===== src/rtl/lc3_pkg.sv =====
// Shared LC-3 datapath types: word width, MDR source select codes, memory FSM states.
// Pure declarations; no logic, so no latency and no flow control.
package lc3_pkg;

    localparam int LC3_WORD_W = 16;

    typedef enum logic [1:0] {
        SEL_MDR_BUS  = 2'b00,
        SEL_MDR_MEM  = 2'b01,
        SEL_MDR_LOAD = 2'b10
    } sel_mdr_t;

    typedef enum logic [1:0] {
        IDLE  = 2'b00,
        READ  = 2'b01,
        WRITE = 2'b10
    } mem_state_t;

endpackage


===== src/rtl/lc3_memory_unit_if.sv =====
// Control-unit to memory-stage bundle: load strobes, bus and preload inputs, MAR/MDR/bus outputs.
// Master is the control unit; slave is the memory unit, which reports busy on mem_ready.
interface lc3_memory_unit_if;
    import lc3_pkg::*;

    logic [LC3_WORD_W-1:0] bus_in;
    logic                  ldMAR;
    logic                  ldMDR;
    logic [1:0]            selMDR;
    logic                  memWE;
    logic                  enaMDR;
    logic                  ldMARSpcIn;
    logic [LC3_WORD_W-1:0] MARSpcIn;
    logic [LC3_WORD_W-1:0] MDRSpcIn;
    logic [LC3_WORD_W-1:0] mar_out;
    logic [LC3_WORD_W-1:0] mdr_out;
    logic [LC3_WORD_W-1:0] bus_drive;
    logic                  bus_drive_en;
    logic                  mem_ready;

    modport master (
        output bus_in, ldMAR, ldMDR, selMDR, memWE, enaMDR, ldMARSpcIn, MARSpcIn, MDRSpcIn,
        input  mar_out, mdr_out, bus_drive, bus_drive_en, mem_ready
    );

    modport slave (
        input  bus_in, ldMAR, ldMDR, selMDR, memWE, enaMDR, ldMARSpcIn, MARSpcIn, MDRSpcIn,
        output mar_out, mdr_out, bus_drive, bus_drive_en, mem_ready
    );

endinterface


===== src/rtl/lc3_ram.sv =====
// Single-port word RAM: write on the rising edge when we=1, read is combinational at addr.
// No reset and no flow control; contents are undefined until written.
module lc3_ram
    import lc3_pkg::*;
#(
    parameter int ADDR_W = 8
) (
    input  logic                  clk,
    input  logic                  we,
    input  logic [ADDR_W-1:0]     addr,
    input  logic [LC3_WORD_W-1:0] wdata,
    output logic [LC3_WORD_W-1:0] rdata
);

    logic [LC3_WORD_W-1:0] mem [2**ADDR_W];

    always_ff @(posedge clk) begin
        if (we) mem[addr] <= wdata;
    end

    assign rdata = mem[addr];

endmodule


===== src/rtl/lc3_memory_unit.sv =====
// LC-3 memory stage: MAR, MDR and RAM; preload and bus loads take 1 edge, reads/writes MEM_LAT edges.
// mem_ready is low while an access runs; requests arriving then are dropped, never queued.
module lc3_memory_unit
    import lc3_pkg::*;
#(
    parameter int ADDR_W  = 8,
    parameter int MEM_LAT = 2
) (
    input  logic              clk,
    input  logic              reset_n,
    lc3_memory_unit_if.slave  mem_if
);

    localparam logic [3:0] LAT_INIT = 4'(MEM_LAT - 1);

    mem_state_t            state, state_nxt;
    logic [3:0]            lat_cnt, lat_cnt_nxt;
    logic [LC3_WORD_W-1:0] mar, mar_nxt;
    logic [LC3_WORD_W-1:0] mdr, mdr_nxt;
    logic [LC3_WORD_W-1:0] lat_data, lat_data_nxt;
    logic [ADDR_W-1:0]     lat_addr, lat_addr_nxt;

    logic                  ram_we;
    logic [ADDR_W-1:0]     ram_addr;
    logic [LC3_WORD_W-1:0] ram_wdata;
    logic [LC3_WORD_W-1:0] ram_rdata;

    lc3_ram #(.ADDR_W(ADDR_W)) u_ram (
        .clk   (clk),
        .we    (ram_we),
        .addr  (ram_addr),
        .wdata (ram_wdata),
        .rdata (ram_rdata)
    );

    always_ff @(posedge clk or negedge reset_n) begin
        if (!reset_n) begin
            state    <= IDLE;
            lat_cnt  <= 4'd0;
            mar      <= '0;
            mdr      <= '0;
            lat_addr <= '0;
            lat_data <= '0;
        end else begin
            state    <= state_nxt;
            lat_cnt  <= lat_cnt_nxt;
            mar      <= mar_nxt;
            mdr      <= mdr_nxt;
            lat_addr <= lat_addr_nxt;
            lat_data <= lat_data_nxt;
        end
    end

    // The RAM port is steered to the preload address only in the preload cycle;
    // otherwise it points at the latched access address so read data is ready on exit.
    always_comb begin
        state_nxt    = state;
        lat_cnt_nxt  = lat_cnt;
        mar_nxt      = mar;
        mdr_nxt      = mdr;
        lat_addr_nxt = lat_addr;
        lat_data_nxt = lat_data;
        ram_we       = 1'b0;
        ram_addr     = lat_addr;
        ram_wdata    = lat_data;

        case (state)
            IDLE: begin
                if (mem_if.ldMARSpcIn) begin
                    ram_we    = 1'b1;
                    ram_addr  = mem_if.MARSpcIn[ADDR_W-1:0];
                    ram_wdata = mem_if.MDRSpcIn;
                    mar_nxt   = mem_if.MARSpcIn;
                    mdr_nxt   = mem_if.MDRSpcIn;
                end else if (mem_if.memWE) begin
                    state_nxt    = WRITE;
                    lat_cnt_nxt  = LAT_INIT;
                    lat_addr_nxt = mar[ADDR_W-1:0];
                    lat_data_nxt = mdr;
                end else if (mem_if.ldMDR && mem_if.selMDR == SEL_MDR_MEM) begin
                    state_nxt    = READ;
                    lat_cnt_nxt  = LAT_INIT;
                    lat_addr_nxt = mar[ADDR_W-1:0];
                end else begin
                    if (mem_if.ldMDR) begin
                        if (mem_if.selMDR == SEL_MDR_BUS)       mdr_nxt = mem_if.bus_in;
                        else if (mem_if.selMDR == SEL_MDR_LOAD) mdr_nxt = mem_if.MDRSpcIn;
                    end
                    if (mem_if.ldMAR) mar_nxt = mem_if.bus_in;
                end
            end
            READ: begin
                if (lat_cnt == 4'd0) begin
                    state_nxt = IDLE;
                    mdr_nxt   = ram_rdata;
                end else begin
                    lat_cnt_nxt = lat_cnt - 4'd1;
                end
            end
            WRITE: begin
                if (lat_cnt == 4'd0) begin
                    state_nxt = IDLE;
                    ram_we    = 1'b1;
                end else begin
                    lat_cnt_nxt = lat_cnt - 4'd1;
                end
            end
            default: state_nxt = IDLE;
        endcase
    end

    assign mem_if.mar_out      = mar;
    assign mem_if.mdr_out      = mdr;
    assign mem_if.mem_ready    = (state == IDLE);
    assign mem_if.bus_drive_en = mem_if.enaMDR;
    assign mem_if.bus_drive    = mem_if.enaMDR ? mdr : '0;

endmodule


===== src/flat_wrapper.sv =====
// flat-port wrapper written by rule: the top's interface ports become plain ports
module lc3_memory_unit_flat import lc3_pkg::*;
#(
    parameter int ADDR_W  = 8,
    parameter int MEM_LAT = 2
)
  (clk, reset_n, mem_if_bus_in, mem_if_ldMAR, mem_if_ldMDR, mem_if_selMDR, mem_if_memWE, mem_if_enaMDR, mem_if_ldMARSpcIn, mem_if_MARSpcIn, mem_if_MDRSpcIn, mem_if_mar_out, mem_if_mdr_out, mem_if_bus_drive, mem_if_bus_drive_en, mem_if_mem_ready);
  lc3_memory_unit_if mem_if_i ();
  input  logic clk;
  input  logic reset_n;
  input wire logic [$bits(mem_if_i.bus_in)-1:0] mem_if_bus_in;
  input wire logic [$bits(mem_if_i.ldMAR)-1:0] mem_if_ldMAR;
  input wire logic [$bits(mem_if_i.ldMDR)-1:0] mem_if_ldMDR;
  input wire logic [$bits(mem_if_i.selMDR)-1:0] mem_if_selMDR;
  input wire logic [$bits(mem_if_i.memWE)-1:0] mem_if_memWE;
  input wire logic [$bits(mem_if_i.enaMDR)-1:0] mem_if_enaMDR;
  input wire logic [$bits(mem_if_i.ldMARSpcIn)-1:0] mem_if_ldMARSpcIn;
  input wire logic [$bits(mem_if_i.MARSpcIn)-1:0] mem_if_MARSpcIn;
  input wire logic [$bits(mem_if_i.MDRSpcIn)-1:0] mem_if_MDRSpcIn;
  output wire logic [$bits(mem_if_i.mar_out)-1:0] mem_if_mar_out;
  output wire logic [$bits(mem_if_i.mdr_out)-1:0] mem_if_mdr_out;
  output wire logic [$bits(mem_if_i.bus_drive)-1:0] mem_if_bus_drive;
  output wire logic [$bits(mem_if_i.bus_drive_en)-1:0] mem_if_bus_drive_en;
  output wire logic [$bits(mem_if_i.mem_ready)-1:0] mem_if_mem_ready;
  assign mem_if_i.bus_in = mem_if_bus_in;
  assign mem_if_i.ldMAR = mem_if_ldMAR;
  assign mem_if_i.ldMDR = mem_if_ldMDR;
  assign mem_if_i.selMDR = mem_if_selMDR;
  assign mem_if_i.memWE = mem_if_memWE;
  assign mem_if_i.enaMDR = mem_if_enaMDR;
  assign mem_if_i.ldMARSpcIn = mem_if_ldMARSpcIn;
  assign mem_if_i.MARSpcIn = mem_if_MARSpcIn;
  assign mem_if_i.MDRSpcIn = mem_if_MDRSpcIn;
  assign mem_if_mar_out = mem_if_i.mar_out;
  assign mem_if_mdr_out = mem_if_i.mdr_out;
  assign mem_if_bus_drive = mem_if_i.bus_drive;
  assign mem_if_bus_drive_en = mem_if_i.bus_drive_en;
  assign mem_if_mem_ready = mem_if_i.mem_ready;
  lc3_memory_unit #(.ADDR_W(ADDR_W), .MEM_LAT(MEM_LAT)) u_core (.clk(clk), .reset_n(reset_n), .mem_if(mem_if_i));
endmodule

===== config.mk =====
export PLATFORM = sky130hd
export DESIGN_NAME = lc3_memory_unit_flat
export DESIGN_NICKNAME = d
export VERILOG_FILES = /design/src/rtl/lc3_pkg.sv /design/src/rtl/lc3_memory_unit_if.sv /design/src/rtl/lc3_ram.sv /design/src/rtl/lc3_memory_unit.sv /design/src/flat_wrapper.sv
export SDC_FILE = /design/constraint.sdc
export NUM_CORES = 2
export LEC_CHECK = 0
export BUFFER_PORTS_ARGS = -buffer_cell sky130_fd_sc_hd__buf_2
export CAP_MARGIN = 10
export CORE_MARGIN = 3
export CORE_UTILIZATION = 50
export DETAILED_ROUTE_END_ITERATION = 10
export MAX_ROUTING_LAYER = met4
export PLACE_DENSITY = 0.62
export RECOVER_POWER = 25
export SLEW_MARGIN = 0
export SYNTH_ARGS = -nofsm -noshare
export SYNTH_HDL_FRONTEND = slang
export SYNTH_SLANG_ARGS = --single-unit

===== constraint.sdc =====
create_clock -name clk -period 6.8 [get_ports clk]
set_clock_uncertainty 0.2 [all_clocks]
set_input_delay 0.68 -clock clk [delete_from_list [all_inputs] [get_ports clk]]
set_output_delay 0.68 -clock clk [all_outputs]
set_load 0.01 [all_outputs]

==> Word-level counts from Yosys, hierarchy flattened <==
Memories as Yosys holds them, arrays and structs flattened.
Cells that the tools add are included.
{ "op_classes": {"n_mux": 34, "addsub": 1, "bitwise": 1, "reduce_logical": 15, "eq_ne": 15} }
{ "ops": {"columns": ["op", "n"], "rows": [
  ["$mux 16", 14],
  ["$mux 8", 4],
  ["$pmux 16 s2", 1],
  ["$mux 4", 4],
  ["$ne 3x3->1 const B", 3],
  ["$reduce_and 3->1", 3],
  ["$mux 2", 4],
  ["$pmux 4 s2", 1],
  ["$reduce_and 4->1", 2],
  ["$reduce_bool 2->1", 4],
  ["$ne 2x1->1 const B", 3],
  ["$ne 2x2->1 const B", 3],
  ["$reduce_and 6->1", 1],
  ["$eq 2x1->1 const B", 2],
  ["$eq 2x2->1 const B", 2],
  ["$logic_not 2->1", 2],
  ["$logic_not 4->1", 1],
  ["$mux 1", 4],
  ["$ne 4x2->1 const B", 1],
  ["$pmux 2 s2", 1],
  ["$sub 4x1->4 const B", 1],
  ["$ne 3x2->1 const B", 1],
  ["$pmux 1 s2", 1],
  ["$reduce_or 2->1", 1],
  ["other kinds (2)", 2]
]} }
{ "totals": {"inputBits": 57, "reg_bits": 62, "out_inout_bits": 50, "elab_cells": 73, "mem_count": 1, "ram_bits": 4096} }
{ "mem_list": {"columns": ["name", "words", "width", "rd", "rd_clocked_by_memory_dff", "write_ports", "line", "source"], "rows": [
  ["u_core.u_ram.mem", 256, 16, 1, 0, 1, "lc3_ram.sv:15", "logic [LC3_WORD_W-1:0] mem [2**ADDR_W];"]
]} }

==> Depth between registers and ports, before layout <==
{ "depth": {"word_depth": 8, "mapped_depth": 15} }

==> By module <==
From an unflattened synthesis, not the netlist that was laid out.
{ "hier_totals": {"hier_cells": 7041, "area_unflattened_um2": 158602.1} }
{ "modules_own_cells": {"columns": ["module", "n_inst", "area_per_inst_um2", "seq_area_each_um2", "cells_each"], "rows": [
  ["lc3_ram", 1, 155078.7, 122998.0, 6711],
  ["lc3_memory_unit", 1, 3523.4, 1551.5, 330]
]} }

==> Least setup slack after synthesis <==
No wires, ideal clock.
{ "synth_path": {"kind": "input to register", "start": "in mem_if_ldMARSpcIn", "end": "mem u_core.u_ram.mem[0][10], data pin", "t_required_ns": 5.777, "t_arrival_ns": 4.931, "cell_stages": 8, "setup_time_ns": 0.823, "slack_ns": 0.847, "cell_sequence": "buf_2 -> and2_1 -> buf_4 -> buf_4 -> clkbuf_1 -> buf_1 -> nand2_1 -> nand2_1"} }
{ "synth_between": {"elab_chain_cells": 2} }
{ "synth_lines": {"columns": ["element", "line", "source"], "rows": [
  ["start, declared", "flat_wrapper.sv:17", "input wire logic [$bits(mem_if_i.ldMARSpcIn)-1:0] mem_if_ldMARSpcIn;"],
  ["$mux 16", "lc3_memory_unit.sv:69", "if (mem_if.ldMARSpcIn) begin"],
  ["$mux 16", "lc3_memory_unit.sv:67", "case (state)"],
  ["net u_core.ram_wdata[10]", "lc3_memory_unit.sv:25", "logic [LC3_WORD_W-1:0] ram_wdata;"],
  ["end, declared", "lc3_ram.sv:15", null]
]} }
The timed path passes the listed nets, and every way through them passes these cells.

==> Worst setup path after layout <==
{ "layout_path": {"start": "reg u_core.state[0]", "end": "reg u_core.mdr[1], in the netlist u_core.mem_if.mdr_out[1]"} }
{ "layout_between": {"elab_chain_cells": 5, "elab_cells_between_ends": 13, "classes_between": "eq/ne (6); mux (3); reduce/logical (3); memory (1)"} }
{ "layout_lines": {"columns": ["element", "line", "source"], "rows": [
  ["start, declared", "lc3_memory_unit.sv:16", "mem_state_t state, state_nxt;"],
  ["start signal, assigned", "lc3_memory_unit.sv:45", "state <= state_nxt;"],
  ["$logic_not 2->1", "lc3_memory_unit.sv:67", null],
  ["$mux 8", "lc3_memory_unit.sv:67", null],
  ["$mem_v2 256x16", null, null],
  ["$mux 16", "lc3_memory_unit.sv:93", "if (lat_cnt == 4'd0) begin"],
  ["$pmux 16 s2", "lc3_memory_unit.sv:67", null],
  ["end signal, assigned", "lc3_memory_unit.sv:48", "mdr <= mdr_nxt;"],
  ["end, declared", "lc3_memory_unit.sv:19", "logic [LC3_WORD_W-1:0] mdr, mdr_nxt;"]
]} }
Parallel ways exist; a longest one is shown, timed or not. The select of a mux whose other input is x is not followed.
A chain may end at the register's enable or synchronous reset.

==> key figures <==
Worst setup path
  • WS Path Type: register to register
  • Arrival @ worst endpoint: 6.86 ns
  • CP dominant cell by count: nor4_1
  • Crit-path cells: inv_1 > ha_1 > nand2_1 > or3_1 > o31a_2 > buf_4 > a21oi_1 > nor4_1 > o2111ai_1 > nor4_1 > o22ai_1
  • Worst R2R Start: u_core.state[0]
  • Reg-to-reg endpoint: u_core.mem_if.mdr_out[1]
  • CP required: 7.37 ns
  • Setup crit start: u_core.state[0]
  • Reg2Reg Setup Slack: 0.51 ns
  • Worst-path fanout max: 41
  • R2R depth: 11
  • CP max stage cell: nor4_1
  • Startpoint types: register
  • Critical path capture point type: register
  • Slowest stage delay, CP: 1.06 ns

Global routing
  • Tot GR Track Use: 28.2%
  • Grt ovf: 0
  • Largest net degree at the start of global routing: 173
  • Global-route wire length before repair: 628,000 µm
  • Vias in the first global route: 84,200
  • Initial antenna violation count: 25

Route
  • Post-route DRC: 0
  • Routed vias: 89,100
  • Drt wl/cell: 33.3 µm
  • Drt pass-1 iters: 8
  • Iter 0 DRT Violations: 13,200
  • Routed Antenna Nets: 0
  • Via density: 6.72
  • Final wirelength: 442,000 µm

Worst hold path
  • Hold path startpoint: mem_if_bus_in[8]
  • HP Class: input pin to register
  • Hold Path Sink: u_core.mem_if.mdr_out[8]
  • WHS Path Cells: 4

STA
  • Max_slew headroom: -186%
  • Final worst path period need: 6.29 ns
  • Final WS setup: 0.513 ns
  • Period utilisation layout: 92.5%
  • Final hold vios: 0
  • RSZ-0062 raised after global routing: no
  • Worst-Margin Slew: 4.28 ns
  • Fmax: 0.159 GHz
  • Max Slew Vio Count: 1,615
  • Setup TNS: 0 ns
  • Setup violators final: 0
  • Min Hold Slack: 0.149 ns

Layout
  • Nets@finish: 8,880
  • Layout area overhead: 14.2%
  • # fillers: 22,500
  • Proportion of layout cells with a drive suffix above 1: 14.0%
  • FF+latch area: 0.125 mm²
  • Non-Filler Instances: 13,300
  • Util after Layout: 57.6%
  • Multi-input logic area: 0.0263 mm²

Floorplanning
  • Ports: 107
  • Die Height: 560 µm
  • Initial Util: 50.4%
  • Die span in x: 560 µm
  • Row Count: 202
  • Die ar.: 0.314 mm²
  • Core Box Area: 0.304 mm²

CTS
  • Clk root buf: clkbuf_16
  • Clk_lat worst skew: 0.97 ns
  • CTS tree: yes
  • CTS clk-pin slew, worst paths: 0.06 ns
  • CTS sink count: 4,158
  • Post-CTS setup buffer count: 0
  • H-tree levels: 5
  • CTS Buf Count: 404
  • Max clock buf depth: 4

Run
  • MaxCap Viol Count: 23

Logic synthesis
  • Cell Area, Synth: 0.154 mm²
  • Seq/Total Area, Yosys: 81.1%
  • Netlist cell types: 51
  • Yosys warns: 0
  • Share of flip-flops with an asynchronous set or reset: 1.49%
  • Synth Area per Inst: 18.4 µm²
  • Syn Nets: 8,408
  • Post-synth top flop: edfxtp_1
  • Post-synth EDFFs: 4,096
  • #FFs+latches synth: 4,158
  • Gate Count Post-Synth: 8,347

Place
  • Placed cells: 12,500
  • IO Port Bufs: 106
  • HPWL Detailed: 257,000 µm
  • RD Place Congestion: 0.920
  • Place WS: 0.657 ns

Power and ir drop
  • Worst IR Drop VDD: 0.639 mV
  • Power per cell area: 461 mW/mm²
  • Pleak: 55.3 nW

Run status
  • Violated checks: max-capacitance violations, max-slew violations
  • Outcome: complete, but fails checks
[kinds of logic after synthesis]
family                     share of synthesized area [%]
muxes                                              0.287
DFF                                                 81.1
and+or+nand+nor                                     1.33
adders and majority gates                         0.0326
AOI/OAI and AO/OA                                   15.4
xor gates and xnor gates                         0.00571
buffers and inverters                               1.85
[Yosys cell counts (3+ instances only)]
cell type  instances  area, µm²
a211oi_1          14        105
nand2_1           98        368
o31a_1             3       26.3
buf_1            101        379
o21a_1             4       30.0
edfxtp_1        4096     123000
dfrtp_1           62       1550
nand4_1            3       18.8
nor3b_1            5       37.5
a21oi_1           60        300
nor2_1           275       1030
o31ai_1            3       22.5
nor2b_1           17        106
nand2b_1          16        100
a41oi_1           58        508
buf_4              8       60.1
o41ai_1            8       70.1
o21ai_2            3       26.3
or3_1              4       25.0
buf_2            198        991
and2_1            19        119
mux2_2            24        270
mux2i_1           17        170
buf_6              3       33.8
a22oi_1          113        848
o21ai_0          271       1360
nand3b_1           5       37.5
nor4_1            21        131
ha_1               4       50.1
a221oi_1         981       8590
nand3_1            7       35.0
clkbuf_1         358       1340
a22o_1           969       8490
o22ai_1          488       3050
inv_1             10       37.5
[per-layer routing]
layer | vias to the layer above | track usage, % | share of wire (%)
met5 | - | - | 0
met4 | 0 | 8.75 | 3.4
met3 | 692 | 6.53 | 11
met2 | 5380 | 40.8 | 45
met1 | 46200 | 39.9 | 40
li1 | 36800 | - | -
[worst max-delay path: cells and delay by family, from the launching register on]
kind                     cells  cell delay (ns)
flip-flops                   1             0.37
buffers and inverters        2             0.70
AND/OR/NAND/NOR              4             3.20
adder cells (fa/ha/maj)      1             0.33
AO/OA/AOI/OAI                4             1.26
[worst max path at each step]
stage / end / slack, ns / cells after the start
after global routing: u_core.mem_if.mdr_out[1] / 0.47 / 12
after detailed placement: u_core.mem_if.mdr_out[1] / 0.66 / 10
final: u_core.mem_if.mdr_out[1] / 0.51 / 11
after CTS: u_core.mem_if.mdr_out[1] / 0.99 / 11
after floorplan: u_core.u_ram.mem[0][10] / 0.85 / 8
after global placement: u_core.mem_if.mdr_out[1] / 0.73 / 10
[state kept, by name, summed over array words and instances (netlist names)]
name,count
u_core.u_ram.mem,4096
u_core.lat_data,16
u_core.mem_if.mar_out,16
u_core.mem_if.mdr_out,16
u_core.lat_addr,8
u_core.lat_cnt,4
u_core.state,2
[report_power, final]
group,total [mW],internal [mW],leakage (nW),switching [mW]
combinational,25.2,7.01,11.3,18.2
sequential,33.5,33.1,37.7,0.357
clock,22.1,12.6,6.38,9.49
total,80.8,52.7,55.3,28.1
[repair_timing]
action / in CTS / in global routing
gates resized for setup: 0 / 0
hold buffers: 34 / 1
hold endpoints to repair: 80 / 2
[layout by cell type, fill, tap and decap left out, types with 79 or more instances in the layout]
cell type / netlist / routed
edfxtp_1: 4096 / 4096
a221oi_1: 981 / 981
a22o_1: 969 / 969
buf_4: 8 / 497
o22ai_1: 488 / 488
clkbuf_16: 0 / 409
o21ai_0: 271 / 272
nor2_1: 275 / 271
clkbuf_1: 358 / 134
a22oi_1: 113 / 113
clkinv_1: 0 / 94
nand2_1: 98 / 87
buf_12: 0 / 82
clkinv_2: 0 / 79
[stage by stage]
step / instance area (µm²) / total power, mW
finish: 175000 / 80.8
global route: 175000 / 83.2
CTS: 176000 / 80.5
detailed placement: 162000 / 58.6
global placement: 162000 / 58.1
floorplan: 154000 / 48.2
[area by class of cell]
class	count	share of cell area, %
inverter	10	0.0214
clock buffer	499	6.06
multi-input combinational	3511	15.0
sequential	4158	71.0
clock inverter	246	1.40
antenna	20	0.0285
timing repair buffer	734	3.57
tap	4080	2.91
Power figures use the tool's default switching activity.
